File: src/rtl/seq_div_u8_by_u4_if.sv
// Operand/result handshake bundle for the iterative u8/u4 divider.
// The master side supplies operands and accepts results; the slave side is the divider.
interface seq_div_u8_by_u4_if #(
    parameter int DW = 8,
    parameter int VW = 4
);
    logic          in_valid;
    logic          in_ready;
    logic [DW-1:0] dividend;
    logic [VW-1:0] divisor;
    logic          out_valid;
    logic          out_ready;
    logic [DW-1:0] quotient;
    logic [VW-1:0] remainder;
    logic          div_zero;

    modport master (
        output in_valid, dividend, divisor, out_ready,
        input  in_ready, out_valid, quotient, remainder, div_zero
    );

    modport slave (
        input  in_valid, dividend, divisor, out_ready,
        output in_ready, out_valid, quotient, remainder, div_zero
    );
endinterface

File: src/rtl/seq_div_u8_by_u4.sv
// Iterative unsigned restoring divider: DW-bit dividend by VW-bit divisor,
// one quotient bit per cycle. Used to check multiplier product/operand pairs.
module seq_div_u8_by_u4 #(
    parameter int DW = 8,
    parameter int VW = 4
) (
    input  logic               clk,
    input  logic               rst_n,
    seq_div_u8_by_u4_if.slave  bus
);
    localparam int CW = (DW > 1) ? $clog2(DW) : 1;

    typedef enum logic [1:0] {IDLE, CALC, DONE} state_t;

    state_t        state_q;
    logic [CW-1:0] cnt_q;
    logic [VW-1:0] p_q;        // partial remainder
    logic [DW-1:0] q_q;        // dividend bits shift out the top, quotient bits in at the bottom
    logic [VW-1:0] dvs_q;
    logic [DW-1:0] quo_q;
    logic [VW-1:0] rem_q;
    logic          dz_q;
    logic          in_ready_q;
    logic          out_valid_q;

    logic [VW:0]   shifted;
    logic          ge;
    logic [VW-1:0] sub;
    logic [VW-1:0] p_d;
    logic [DW-1:0] q_d;

    // One restoring step. The shifted remainder needs VW+1 bits for the compare, but
    // whenever the subtraction is taken with divisor != 0 the result is < divisor, so
    // VW-bit modular subtraction is exact. With divisor == 0 the compare always passes
    // and only the low VW bits (the last dividend bits) survive, which is the defined
    // divide-by-zero remainder.
    always_comb begin
        shifted = {p_q, q_q[DW-1]};
        ge      = (shifted >= {1'b0, dvs_q});
        sub     = shifted[VW-1:0] - dvs_q;
        p_d     = ge ? sub : shifted[VW-1:0];
        q_d     = {q_q[DW-2:0], ge};
    end

    // Control FSM with registered handshake and result outputs; reset wins over everything.
    always_ff @(posedge clk) begin
        if (!rst_n) begin
            state_q     <= IDLE;
            cnt_q       <= '0;
            p_q         <= '0;
            q_q         <= '0;
            dvs_q       <= '0;
            quo_q       <= '0;
            rem_q       <= '0;
            dz_q        <= 1'b0;
            in_ready_q  <= 1'b1;
            out_valid_q <= 1'b0;
        end else begin
            case (state_q)
                IDLE: begin
                    if (bus.in_valid && in_ready_q) begin
                        q_q        <= bus.dividend;
                        dvs_q      <= bus.divisor;
                        p_q        <= '0;
                        cnt_q      <= CW'(DW - 1);
                        in_ready_q <= 1'b0;
                        state_q    <= CALC;
                    end
                end
                CALC: begin
                    p_q <= p_d;
                    q_q <= q_d;
                    if (cnt_q == '0) begin
                        quo_q       <= q_d;
                        rem_q       <= p_d;
                        dz_q        <= (dvs_q == '0);
                        out_valid_q <= 1'b1;
                        state_q     <= DONE;
                    end else begin
                        cnt_q <= cnt_q - 1'b1;
                    end
                end
                DONE: begin
                    if (bus.out_ready) begin
                        out_valid_q <= 1'b0;
                        in_ready_q  <= 1'b1;
                        state_q     <= IDLE;
                    end
                end
                default: begin
                    state_q     <= IDLE;
                    in_ready_q  <= 1'b1;
                    out_valid_q <= 1'b0;
                end
            endcase
        end
    end

    assign bus.in_ready  = in_ready_q;
    assign bus.out_valid = out_valid_q;
    assign bus.quotient  = quo_q;
    assign bus.remainder = rem_q;
    assign bus.div_zero  = dz_q;
endmodule

File: src/flat_wrapper.sv
// flat-port wrapper written by rule: the top's interface ports become plain ports
module seq_div_u8_by_u4_flat 
#(
    parameter int DW = 8,
    parameter int VW = 4
)
  (clk, rst_n, bus_in_valid, bus_dividend, bus_divisor, bus_out_ready, bus_in_ready, bus_out_valid, bus_quotient, bus_remainder, bus_div_zero);
  seq_div_u8_by_u4_if #(.DW(DW), .VW(VW)) bus_i ();
  input  logic clk;
  input  logic rst_n;
  input wire logic [$bits(bus_i.in_valid)-1:0] bus_in_valid;
  input wire logic [$bits(bus_i.dividend)-1:0] bus_dividend;
  input wire logic [$bits(bus_i.divisor)-1:0] bus_divisor;
  input wire logic [$bits(bus_i.out_ready)-1:0] bus_out_ready;
  output wire logic [$bits(bus_i.in_ready)-1:0] bus_in_ready;
  output wire logic [$bits(bus_i.out_valid)-1:0] bus_out_valid;
  output wire logic [$bits(bus_i.quotient)-1:0] bus_quotient;
  output wire logic [$bits(bus_i.remainder)-1:0] bus_remainder;
  output wire logic [$bits(bus_i.div_zero)-1:0] bus_div_zero;
  assign bus_i.in_valid = bus_in_valid;
  assign bus_i.dividend = bus_dividend;
  assign bus_i.divisor = bus_divisor;
  assign bus_i.out_ready = bus_out_ready;
  assign bus_in_ready = bus_i.in_ready;
  assign bus_out_valid = bus_i.out_valid;
  assign bus_quotient = bus_i.quotient;
  assign bus_remainder = bus_i.remainder;
  assign bus_div_zero = bus_i.div_zero;
  seq_div_u8_by_u4 #(.DW(DW), .VW(VW)) u_core (.clk(clk), .rst_n(rst_n), .bus(bus_i));
endmodule
File: config.mk
export PLATFORM = sky130hd
export DESIGN_NAME = seq_div_u8_by_u4_flat
export DESIGN_NICKNAME = d
export VERILOG_FILES = /design/src/rtl/seq_div_u8_by_u4_if.sv /design/src/rtl/seq_div_u8_by_u4.sv /design/src/flat_wrapper.sv
export SDC_FILE = /design/constraint.sdc
export NUM_CORES = 1
export LEC_CHECK = 0
export ABC_AREA = 1
export CAP_MARGIN = 20
export CORE_MARGIN = 8
export CORE_UTILIZATION = 51
export DETAILED_ROUTE_END_ITERATION = 10
export PLACE_DENSITY = 0.78
export SYNTH_ARGS = -nofsm -noshare
export SYNTH_HDL_FRONTEND = slang
export SYNTH_SLANG_ARGS = --single-unit
File: constraint.sdc
create_clock -name clk -period 1.7 [get_ports clk]
set_input_delay 0.17 -clock clk [delete_from_list [all_inputs] [get_ports clk]]
set_output_delay 0.17 -clock clk [all_outputs]
set_load 0.01 [all_outputs]
==> key figures, run 1 <==
Global routing
  • Largest net degree at the start of global routing: 23
  • GRT overflow: 0
  • First-pass GRT wire length: 5940 um
  • Initial antenna violation count: 0
  • Vias in the first global route: 1350
  • Global-route usage over all layers: 0.144

Floorplan
  • Core area: 0.00305 mm2
  • Die X: 72.8 um
  • Num ports: 31
  • Die height: 72.8 um
  • Starting Density: 0.539
  • Std-Cell Rows: 20
  • Die ar.: 0.00530 mm2

Clock tree
  • CTS Buffer Depth: 2
  • Cts hold-fix bufs: 0
  • Post-CTS Setup Bufs: 0
  • CTS tree: built
  • Clock root cell: clkbuf_4
  • Resize count post-CTS: 0
  • Clock sink count: 36
  • Cts bufs inserted: 5
  • Clk_lat worst skew: 340 ps
  • Clk pin slew, worst setup/hold paths: 110 ps
  • H-tree depth: 2

STA
  • Hold slack: 395 ps
  • Setup TNS: 0 ps
  • Final hold vios: 0
  • Post-route minimum period: 1580 ps
  • RSZ-0062 raised after global routing: false
  • Worst slew margin: 0.710
  • Slew Limit Fails: 0
  • Max Fclk: 0.634 GHz
  • Final Setup Violations: 0
  • Least-Margin Pin Slew: 434 ps
  • Crit share post-route: 0.928
  • Fin Clk Skew: 10.6 ps

Synth
  • Share of the yosys chip area belonging to registers: 0.438
  • Area share of the largest cell type after synthesis: 0.438
  • EDFF count, synth: 0
  • Top cells by area, synth: dfxtp_1 44%, nand2_1 9.1%, nor2_1 7.1%
  • Cell taking the most area after synthesis: dfxtp_1
  • FF+latch count, synth: 36
  • Avg Synthesized Cell Area: 7.61 um2
  • Warnings from Yosys: 0
  • Yosys cell types: 29
  • Post-synth net total: 239
  • Cells after Synth: 216
  • Primary FF master, synth: dfxtp_1
  • Ys async rst share: 0
  • Mapped Area: 0.00164 mm2

Setup path
  • Crit-path cells: inv_2, ha_2, inv_1, fa_1, xor2_1, nand2_1, nand2_1, o21ai_1, inv_1
  • R2R setup slack: 120 ps
  • Top delay family on crit path: adder cells
  • Worst R2R End: u_core.bus.remainder[2]
  • CP Class: reg -> reg
  • Worst path depth: 9
  • Worst r2r path cells: 9
  • Crit. End Element: register
  • Max incr delay on CP: 430 ps
  • Worst Setup SP: u_core.q_q[7]
  • Worst EP required: 1930 ps
  • WP data arrival: 1810 ps
  • Worst setup SP type: register
  • Crit path buf inv count: 3
  • Worst setup path endpoint: u_core.bus.remainder[2]
  • Reg-to-reg startpoint: u_core.q_q[7]
  • CP max stage cell: fa_1
  • Critical path fanouts, max: 2

Routing
  • WL met2: 1560 um
  • Drt drc: 0
  • Vias/cell: 4.95
  • Antenna Violating Nets Remaining: 0
  • Final WL: 3570 um
  • Initial DRC count: 134
  • Met3 Wirelength: 248 um
  • DRT met1 WL: 1700 um
  • Via Count: 1464
  • DR pass1 iterations: 4
  • Routed WL per cell: 12.1 um
  • Highest metal used: met4

Run status
  • Status: complete, no violations

Cells and area
  • Final net count: 274
  • Area growth, synth to finish: 28.8%
  • Most frequent cells in the layout: 39 x nand2_1, 35 x dfxtp_1, 31 x nor2_1
  • Antenna cell count: 0
  • Most common cell after layout, fill and taps aside: nand2_1
  • Layout cells sized above 1: 0.131
  • Layout fillers: 262

Placement
  • HPWL Detailed: 2640 um
  • Port Buf Inserts: 30
  • GP Congestion: 0.901

Min path
  • Worst min-delay path category: in -> reg

Pwr
  • Pwr/cell area: 1180 mW/mm2
  • Max IR drop VDD: 0.000629 V
  • Leakage: 0.884 nW

Job
  • MaxCap Viol Count: 0
## cell usage after synthesis (4+ instances only)
| cell type | number |
|---|---|
| a21oi_1 | 12 |
| a31oi_1 | 9 |
| clkbuf_1 | 4 |
| dfxtp_1 | 36 |
| ha_1 | 6 |
| inv_1 | 21 |
| nand2_1 | 40 |
| nand3_1 | 8 |
| nor2_1 | 31 |
| o21ai_0 | 21 |
| o21ai_1 | 4 |
## metal layers
metal,vias up,global-route usage
li1,773,-
met1,647,0.181
met2,38,0.214
met3,6,0.0440
met4,0,0.0733
met5,-,0
## where the power goes
part	switching, W	internal (W)
Combinational	0.000493	0.000370
Clock	0.000279	0.000308
Sequential	0.0000790	0.000963
## state kept, by name (all words and copies together) (netlist names), 2 cells and up
register and count:
u_core.cnt_q 3, u_core.state_q 2, u_core.q_q 8, u_core.dvs_q 4, u_core.p_q 4, u_core.bus.quotient 8
u_core.bus.remainder 4
## cell type report
cell class                 count  area, um2  share of cell area
tap                           44       55.1              0.0260
timing repair buffer          36        358               0.169
sequential                    36        722               0.341
multi-input combinational    148        815               0.385
clock buffer                   6       41.3              0.0195
inverter                      24       92.6              0.0437
clock inverter                 2       35.0              0.0165
## cell families (layout without fill, tap and decap cells)
family,Yosys count,count (layout),share of synthesized area
AOI/OAI and AO/OA,49,49,0.162
adders and majority gates,7,7,0.0578
DFF,36,36,0.438
xor gates and xnor gates,1,1,0.00533
buffers and inverters,32,68,0.0868
and+or+nand+nor,91,91,0.250
## metrics by stage
stage                      util  cell area, um2  setup WS, ps  cells  power [W]
after floorplan               -            1640           194    216    0.00162
after global placement    0.657            2010           122    288    0.00187
after detailed placement  0.657            2010          60.0    288    0.00189
after CTS                 0.682            2080          49.2    296    0.00247
after global routing      0.694            2120          9.65    296    0.00266
final                     0.694            2120           123    296    0.00249
## worst min-delay path by stage
stage	from	to	slack [ps]	depth (start not counted)
floorplan	rst_n	u_core.q_q[7]	310	2
global placement	u_core.bus.quotient[2]	u_core.bus.quotient[2]	460	2
detailed placement	u_core.p_q[3]	u_core.p_q[3]	470	2
CTS	bus_dividend[3]	u_core.q_q[3]	390	3
global route	bus_dividend[3]	u_core.q_q[3]	380	3
finish	bus_dividend[3]	u_core.q_q[3]	390	3
## worst min-delay path, delay by kind of cell
| family | cells | cell delay, ps |
|---|---|---|
| buffers and inverters | 1 | 390 |
| AO/OA/AOI/OAI | 1 | 70 |
| AND/OR/NAND/NOR | 1 | 70 |
(Power assumes the default switching activity.)
==> run 2, diff against run 1 <==
--- a/config.mk
+++ b/config.mk
@@ -8,9 +8,10 @@
 export ABC_AREA = 1
 export CAP_MARGIN = 20
 export CORE_MARGIN = 8
-export CORE_UTILIZATION = 51
+export CORE_UTILIZATION = 53
+export CTS_BUF_LIST = sky130_fd_sc_hd__clkbuf_4 sky130_fd_sc_hd__clkbuf_8
 export DETAILED_ROUTE_END_ITERATION = 10
-export PLACE_DENSITY = 0.78
+export PLACE_DENSITY = 0.81
 export SYNTH_ARGS = -nofsm -noshare
 export SYNTH_HDL_FRONTEND = slang
 export SYNTH_SLANG_ARGS = --single-unit
==> key figures, run 2 (same netlist as run 1, synthesis figures left out) <==
Clock tree
  • Clock root cell: clkbuf_4
  • Post-CTS Setup Bufs: 0 (unchanged)
  • CTS Buffer Depth: 2 (unchanged)
  • H-tree depth: 2 (unchanged)
  • CTS tree: built
  • Cts bufs inserted: 5 (unchanged)
  • Clk pin slew, worst setup/hold paths: 100 ps (about the same)
  • Clock sink count: 36 (unchanged)
  • Clk_lat worst skew: 350 ps (about the same)
  • Resize count post-CTS: 0 (unchanged)
  • Cts hold-fix bufs: 0 (unchanged)

Min path
  • Worst min-delay path category: in -> reg
  • Worst hold stages: 3 (unchanged)

Pwr
  • Leakage: 0.868 nW (-1.8%)
  • Pwr/cell area: 1150 mW/mm2 (-1.9%)
  • Pint: 0.00154 W (-5.9%)
  • Gate power share: 0.349 (+0.003)
  • Clock share of power: 0.214 (-0.022)
  • Pwr Total: 0.00238 W (-4.4%)
  • Sw Pwr: 0.000838 W (-1.6%)
  • Max IR drop VDD: 0.000575 V (-8.6%)
  • Sw Share: 0.352 (+0.0101)
  • Reg power frac: 0.437 (+0.019)

Cells and area
  • Most common cell after layout, fill and taps aside: nand2_1
  • Post-layout util: 0.687 (-0.00677)
  • Final net count: 272 (-0.73%)
  • Reg area: 721 um2 (-0.17%)
  • Footprint of the multi-input gates: 812 um2 (-0.31%)
  • Most frequent cells in the layout: 39 x nand2_1, 36 x dfxtp_1, 31 x nor2_1
  • Final instance area: 0.00206 mm2 (-2.6%)
  • Area growth, synth to finish: 25.5%
  • Layout fillers: 272 (+3.8%)
  • Antenna cell count: 0 (unchanged)
  • Layout cells sized above 1: 0.116 (-0.0150)

Setup path
  • Worst R2R End: u_core.bus.remainder[2]
  • Critical path fanouts, max: 2 (unchanged)
  • Worst setup path endpoint: u_core.bus.remainder[2]
  • Worst setup SP type: register
  • WP data arrival: 1830 ps (+20 ps)
  • R2R setup slack: 110 ps (about the same)
  • CP Class: reg -> reg
  • Worst Setup SP: u_core.q_q[7]
  • Reg-to-reg startpoint: u_core.q_q[7]
  • Worst r2r path cells: 9 (unchanged)
  • Worst EP required: 1950 ps (+20 ps)
  • Crit. End Element: register

Global routing
  • Largest net degree at the start of global routing: 23 (unchanged)
  • Initial antenna violation count: 0 (unchanged)
  • GRT overflow: 0 (unchanged)
  • Vias in the first global route: 1391 (+3.0%)
  • Global-route usage over all layers: 0.146 (+0.00204)
  • First-pass GRT wire length: 5940 um (unchanged)

Routing
  • Initial DRC count: 121 (-9.7%)
  • Routed WL per cell: 12.6 um (+4.2%)
  • Final WL: 3560 um (-0.42%)
  • Antenna Violating Nets Remaining: 0 (unchanged)
  • Via Count: 1456 (-0.55%)
  • DR pass1 iterations: 4 (unchanged)
  • Drt drc: 0 (unchanged)
  • Vias/cell: 5.14 (+4.0%)

Placement
  • GP Congestion: 0.906 (+0.58%)
  • Placed Area: 0.00197 mm2 (-2.1%)
  • Port Buf Inserts: 30 (unchanged)
  • HPWL Detailed: 2590 um (-1.8%)

STA
  • Hold slack: 395 ps (+0.807 ps)
  • Worst slew margin: 0.715 (+0.00501)
  • Final hold vios: 0 (unchanged)
  • Least-Margin Pin Slew: 427 ps (-7.50 ps)
  • Max Fclk: 0.630 GHz (-0.59%)
  • Slew Limit Fails: 0 (unchanged)
  • Fin Clk Skew: 10.5 ps (-0.0795 ps)
  • Crit share post-route: 0.933 (+0.00549)
  • Setup TNS: 0 ps (unchanged)
  • Final Setup Violations: 0 (unchanged)
  • Post-route minimum period: 1590 ps (+9.33 ps)

Floorplan
  • Core area: 0.00300 mm2 (-1.6%)
  • Starting Density: 0.548 (+0.00898)
  • Die X: 71.7 um (-1.5%)
  • Num ports: 31 (unchanged)
  • Die height: 71.7 um (-1.5%)
  • Std-Cell Rows: 20 (unchanged)
  • Die ar.: 0.00514 mm2 (-2.9%)

Run status
  • Status: complete, no violations

Job
  • MaxCap Viol Count: 0 (unchanged)
run 2: area by class of cell:
type                       count  share of cell area
inverter                      24              0.0449
clock buffer                   8              0.0321
multi-input combinational    148               0.394
tap                           33              0.0200
sequential                    36               0.349
timing repair buffer          34               0.160
run 2: how the worst min path moves through the flow:
| stage | start | end | slack, ps |
|---|---|---|---|
| finish | bus_dividend[6] | u_core.q_q[6] | 400 |
| global route | bus_dividend[3] | u_core.q_q[3] | 390 |
| CTS | bus_dividend[3] | u_core.q_q[3] | 390 |
| detailed placement | u_core.p_q[3] | u_core.p_q[3] | 470 |
| global placement | u_core.p_q[3] | u_core.p_q[3] | 460 |
| floorplan | rst_n | u_core.q_q[7] | 310 |
run 2: routing by layer:
| layer | up-vias | GRT usage | share of wire |
|---|---|---|---|
| met1 | 656 | 0.165 | 0.45 |
| met5 | - | 0 | 0 |
| li1 | 763 | - | - |
| met4 | 0 | 0.0816 | 0.017 |
| met2 | 32 | 0.240 | 0.48 |
| met3 | 5 | 0.0418 | 0.053 |
run 2: metrics by stage:
stage               instances  setup WS, ps
floorplan                 216           194
global placement          275           117
detailed placement        275          48.7
CTS                       283          31.7
global route              283         -5.93
finish                    283           114
run 2: worst max-delay path, cell delays in order, from the launching register on:
cell and delay [ps]:
dfxtp_1 320, inv_1 70, ha_1 130, inv_1 60
fa_1 430, xor2_1 160, nand2_1 70, nand2_1 60
o21ai_1 120, inv_1 50
run 2: power groups by stage:
stage	combinational (W)	sequential (W)	clock, W
6_report	0.000831	0.00104	0.000510
5_1_grt	0.000942	0.00105	0.000557
3_5_place_dp	0.000799	0.00106	0
2_1_floorplan	0.000558	0.00106	0
3_3_place_gp	0.000783	0.00105	0
4_1_cts	0.000803	0.00104	0.000515
==> run 3, diff against run 2 <==
--- a/config.mk
+++ b/config.mk
@@ -8,10 +8,11 @@
 export ABC_AREA = 1
 export CAP_MARGIN = 20
 export CORE_MARGIN = 8
-export CORE_UTILIZATION = 53
+export CORE_UTILIZATION = 55
 export CTS_BUF_LIST = sky130_fd_sc_hd__clkbuf_4 sky130_fd_sc_hd__clkbuf_8
 export DETAILED_ROUTE_END_ITERATION = 10
-export PLACE_DENSITY = 0.81
+export DONT_BUFFER_PORTS = 1
+export PLACE_DENSITY = 0.7
 export SYNTH_ARGS = -nofsm -noshare
 export SYNTH_HDL_FRONTEND = slang
 export SYNTH_SLANG_ARGS = --single-unit
==> key figures, run 3 (same netlist as run 1, synthesis figures left out) <==
Clock tree
  • CTS Buffer Depth: 2 (unchanged)
  • Post-CTS Setup Bufs: 0 (unchanged)
  • Clk pin slew, worst setup/hold paths: 100 ps (about the same)
  • Clock sink count: 36 (unchanged)
  • H-tree depth: 2 (unchanged)
  • Clock root cell: clkbuf_4
  • Clk_lat worst skew: 340 ps (about the same)
  • CTS tree: built
  • Cts bufs inserted: 5 (unchanged)

Pwr
  • Pwr/cell area: 1220 mW/mm2 (+5.4%)
  • Reg power frac: 0.482 (+0.045)
  • Sw Pwr: 0.000822 W (-1.9%)
  • Pint: 0.00139 W (-9.7%)
  • Max IR drop VDD: 0.000645 V (+12%)
  • Gate power share: 0.320 (-0.029)
  • Clock share of power: 0.198 (-0.016)
  • Leakage: 0.777 nW (-10%)
  • Sw Share: 0.371 (+0.0192)

Routing
  • Initial DRC count: 162 (+34%)
  • Antenna Violating Nets Remaining: 0 (unchanged)
  • Drt drc: 0 (unchanged)
  • Via Count: 1413 (-3.0%)
  • Final WL: 3540 um (-0.45%)
  • DR pass1 iterations: 4 (unchanged)
  • Routed WL per cell: 13.7 um (+8.8%)
  • Vias/cell: 5.46 (+6.0%)

Global routing
  • GR met1 Demand/Resource: 0.162 (-0.00306)
  • Global routing usage on met3: 0.0579 (+0.0161)
  • Global-route usage over all layers: 0.147 (+0.00151)
  • GR met2 Demand/Resource: 0.237 (-0.00277)
  • First-pass GRT wire length: 5920 um (-0.34%)
  • Initial antenna violation count: 0 (unchanged)
  • GRT overflow: 0 (unchanged)
  • Largest net degree at the start of global routing: 23 (unchanged)
  • GRT busiest layer: met2
  • Vias in the first global route: 1320 (-5.1%)

Setup path
  • R2R setup slack: 130 ps (+20 ps)
  • Reg-to-reg startpoint: u_core.dvs_q[2]
  • Critical path fanouts, max: 6 (+4)
  • Crit path buf inv count: 2 (-1)
  • Crit-path cells: inv_1, ha_4, a21oi_1, nand2_1, nand2_2, nand2_2, nand2_1, nand2_2, o21ai_0, inv_1
  • CP max stage cell: dfxtp_1
  • Worst setup SP type: register
  • Worst r2r path cells: 10 (+1)
  • WP data arrival: 1810 ps (-20 ps)
  • CP dominant cell by count: nand2_2
  • Worst R2R End: u_core.bus.remainder[2]
  • Top delay family on crit path: simple AND/OR/NAND/NOR gates
  • Max incr delay on CP: 310 ps (-120 ps)
  • Worst EP required: 1940 ps (about the same)
  • CP Class: reg -> reg
  • Crit. End Element: register

Run status
  • Status: complete, no violations

Floorplan
  • Die height: 70.7 um (-1.4%)
  • Die ar.: 0.00499 mm2 (-2.8%)
  • Std-Cell Rows: 20 (unchanged)
  • Core area: 0.00295 mm2 (-1.7%)
  • Die X: 70.7 um (-1.4%)
  • Starting Density: 0.557 (+0.00928)
  • Num ports: 31 (unchanged)

Cells and area
  • Most common cell after layout, fill and taps aside: nand2_1
  • Area growth, synth to finish: 10.8%
  • Antenna cell count: 0 (unchanged)
  • Most frequent cells in the layout: 38 x nand2_1, 35 x dfxtp_1, 31 x nor2_1
  • Final net count: 249 (-8.5%)
  • Layout cells sized above 1: 0.128 (+0.0123)

Job
  • MaxCap Viol Count: 0 (unchanged)

Min path
  • Hold_sp: bus_divisor[0]
  • Worst hold stages: 2 (-1)
  • Worst hold path endpoint: u_core.dvs_q[0]
  • Worst min-delay path category: in -> reg

STA
  • Fin Clk Skew: 7.96 ps (-2.54 ps)
  • Post-route minimum period: 1570 ps (-19.5 ps)
  • Setup TNS: 0 ps (unchanged)
  • RSZ-0062 raised after global routing: false
  • Worst slew margin: 0.568 (-0.147)
  • Final hold vios: 0 (unchanged)
  • PnR worst setup slack: 133 ps (+19.5 ps)
  • Final Setup Violations: 0 (unchanged)
  • Least-Margin Pin Slew: 646 ps (+219 ps)
  • Crit share post-route: 0.922 (-0.0114)
  • Slew Limit Fails: 0 (unchanged)
  • Max Fclk: 0.638 GHz (+1.2%)

Placement
  • GP Congestion: 0.951 (+4.9%)
  • Port Buf Inserts: 0 (-100%)
  • HPWL Detailed: 2590 um (-0.17%)
  • Pre-CTS WS: 46.0 ps (-2.71 ps)
## run 3: power by group through the flow
stage / clock network (W) / logic, W / registers, W
2_1_floorplan: 0 / 0.000558 / 0.00106
3_5_place_dp: 0 / 0.000654 / 0.00108
4_1_cts: 0.000451 / 0.000678 / 0.00106
6_report: 0.000439 / 0.000710 / 0.00107
3_3_place_gp: 0 / 0.000626 / 0.00108
5_1_grt: 0.000483 / 0.000811 / 0.00108
## run 3: what timing repair did
item	CTS	global route
hold buffers	8	0
gates resized for setup	0	7
endpoints found under the hold margin	22	0
endpoints found under the setup margin	0	4
## run 3: metrics by stage
stage	cell area, um2	cells	utilization	hold WS, ps	power [W]
after floorplan	1640	216	-	308	0.00162
after global placement	1660	244	0.561	312	0.00171
after detailed placement	1660	244	0.561	314	0.00174
after CTS	1790	259	0.606	1.12	0.00219
after global routing	1820	259	0.617	7.89	0.00238
final	1820	259	0.617	16.1	0.00222
## run 3: layer usage
| layer | routed length (um) | part of all wire |
|---|---|---|
| met4 | 43 | 0.012 |
| met3 | 297 | 0.084 |
| met2 | 1670 | 0.47 |
| met5 | 0 | 0 |
| met1 | 1530 | 0.43 |
## run 3: how the worst max path moves through the flow
stage / slack [ps] / cells after the start / startpoint / to
6_report: 130 / 10 / u_core.dvs_q[2] / u_core.bus.remainder[2]
5_1_grt: 20 / 9 / u_core.q_q[7] / u_core.p_q[2]
4_1_cts: 30 / 10 / u_core.dvs_q[2] / u_core.bus.remainder[2]
3_5_place_dp: 50 / 10 / u_core.dvs_q[2] / u_core.bus.remainder[2]
3_3_place_gp: 120 / 10 / u_core.dvs_q[2] / u_core.bus.remainder[2]
2_1_floorplan: 190 / 10 / u_core.dvs_q[2] / u_core.bus.remainder[2]
## run 3: layout make-up
cell class	count	area, um2
multi-input cells	148	813
flip-flops and latches	36	722
clock buffers	6	45.0
fillers	272	1130
clock inverters	1	5.00
well taps	33	41.3
repair buffers	11	103
inverters	24	92.6
## run 3: worst reg2reg max path, stage by stage (launching register included)
cell and delay, ps:
dfxtp_1 310, inv_1 130, ha_4 240, a21oi_1 140, nand2_1 100, nand2_2 120
nand2_2 90, nand2_1 100, nand2_2 60, o21ai_0 130, inv_1 50
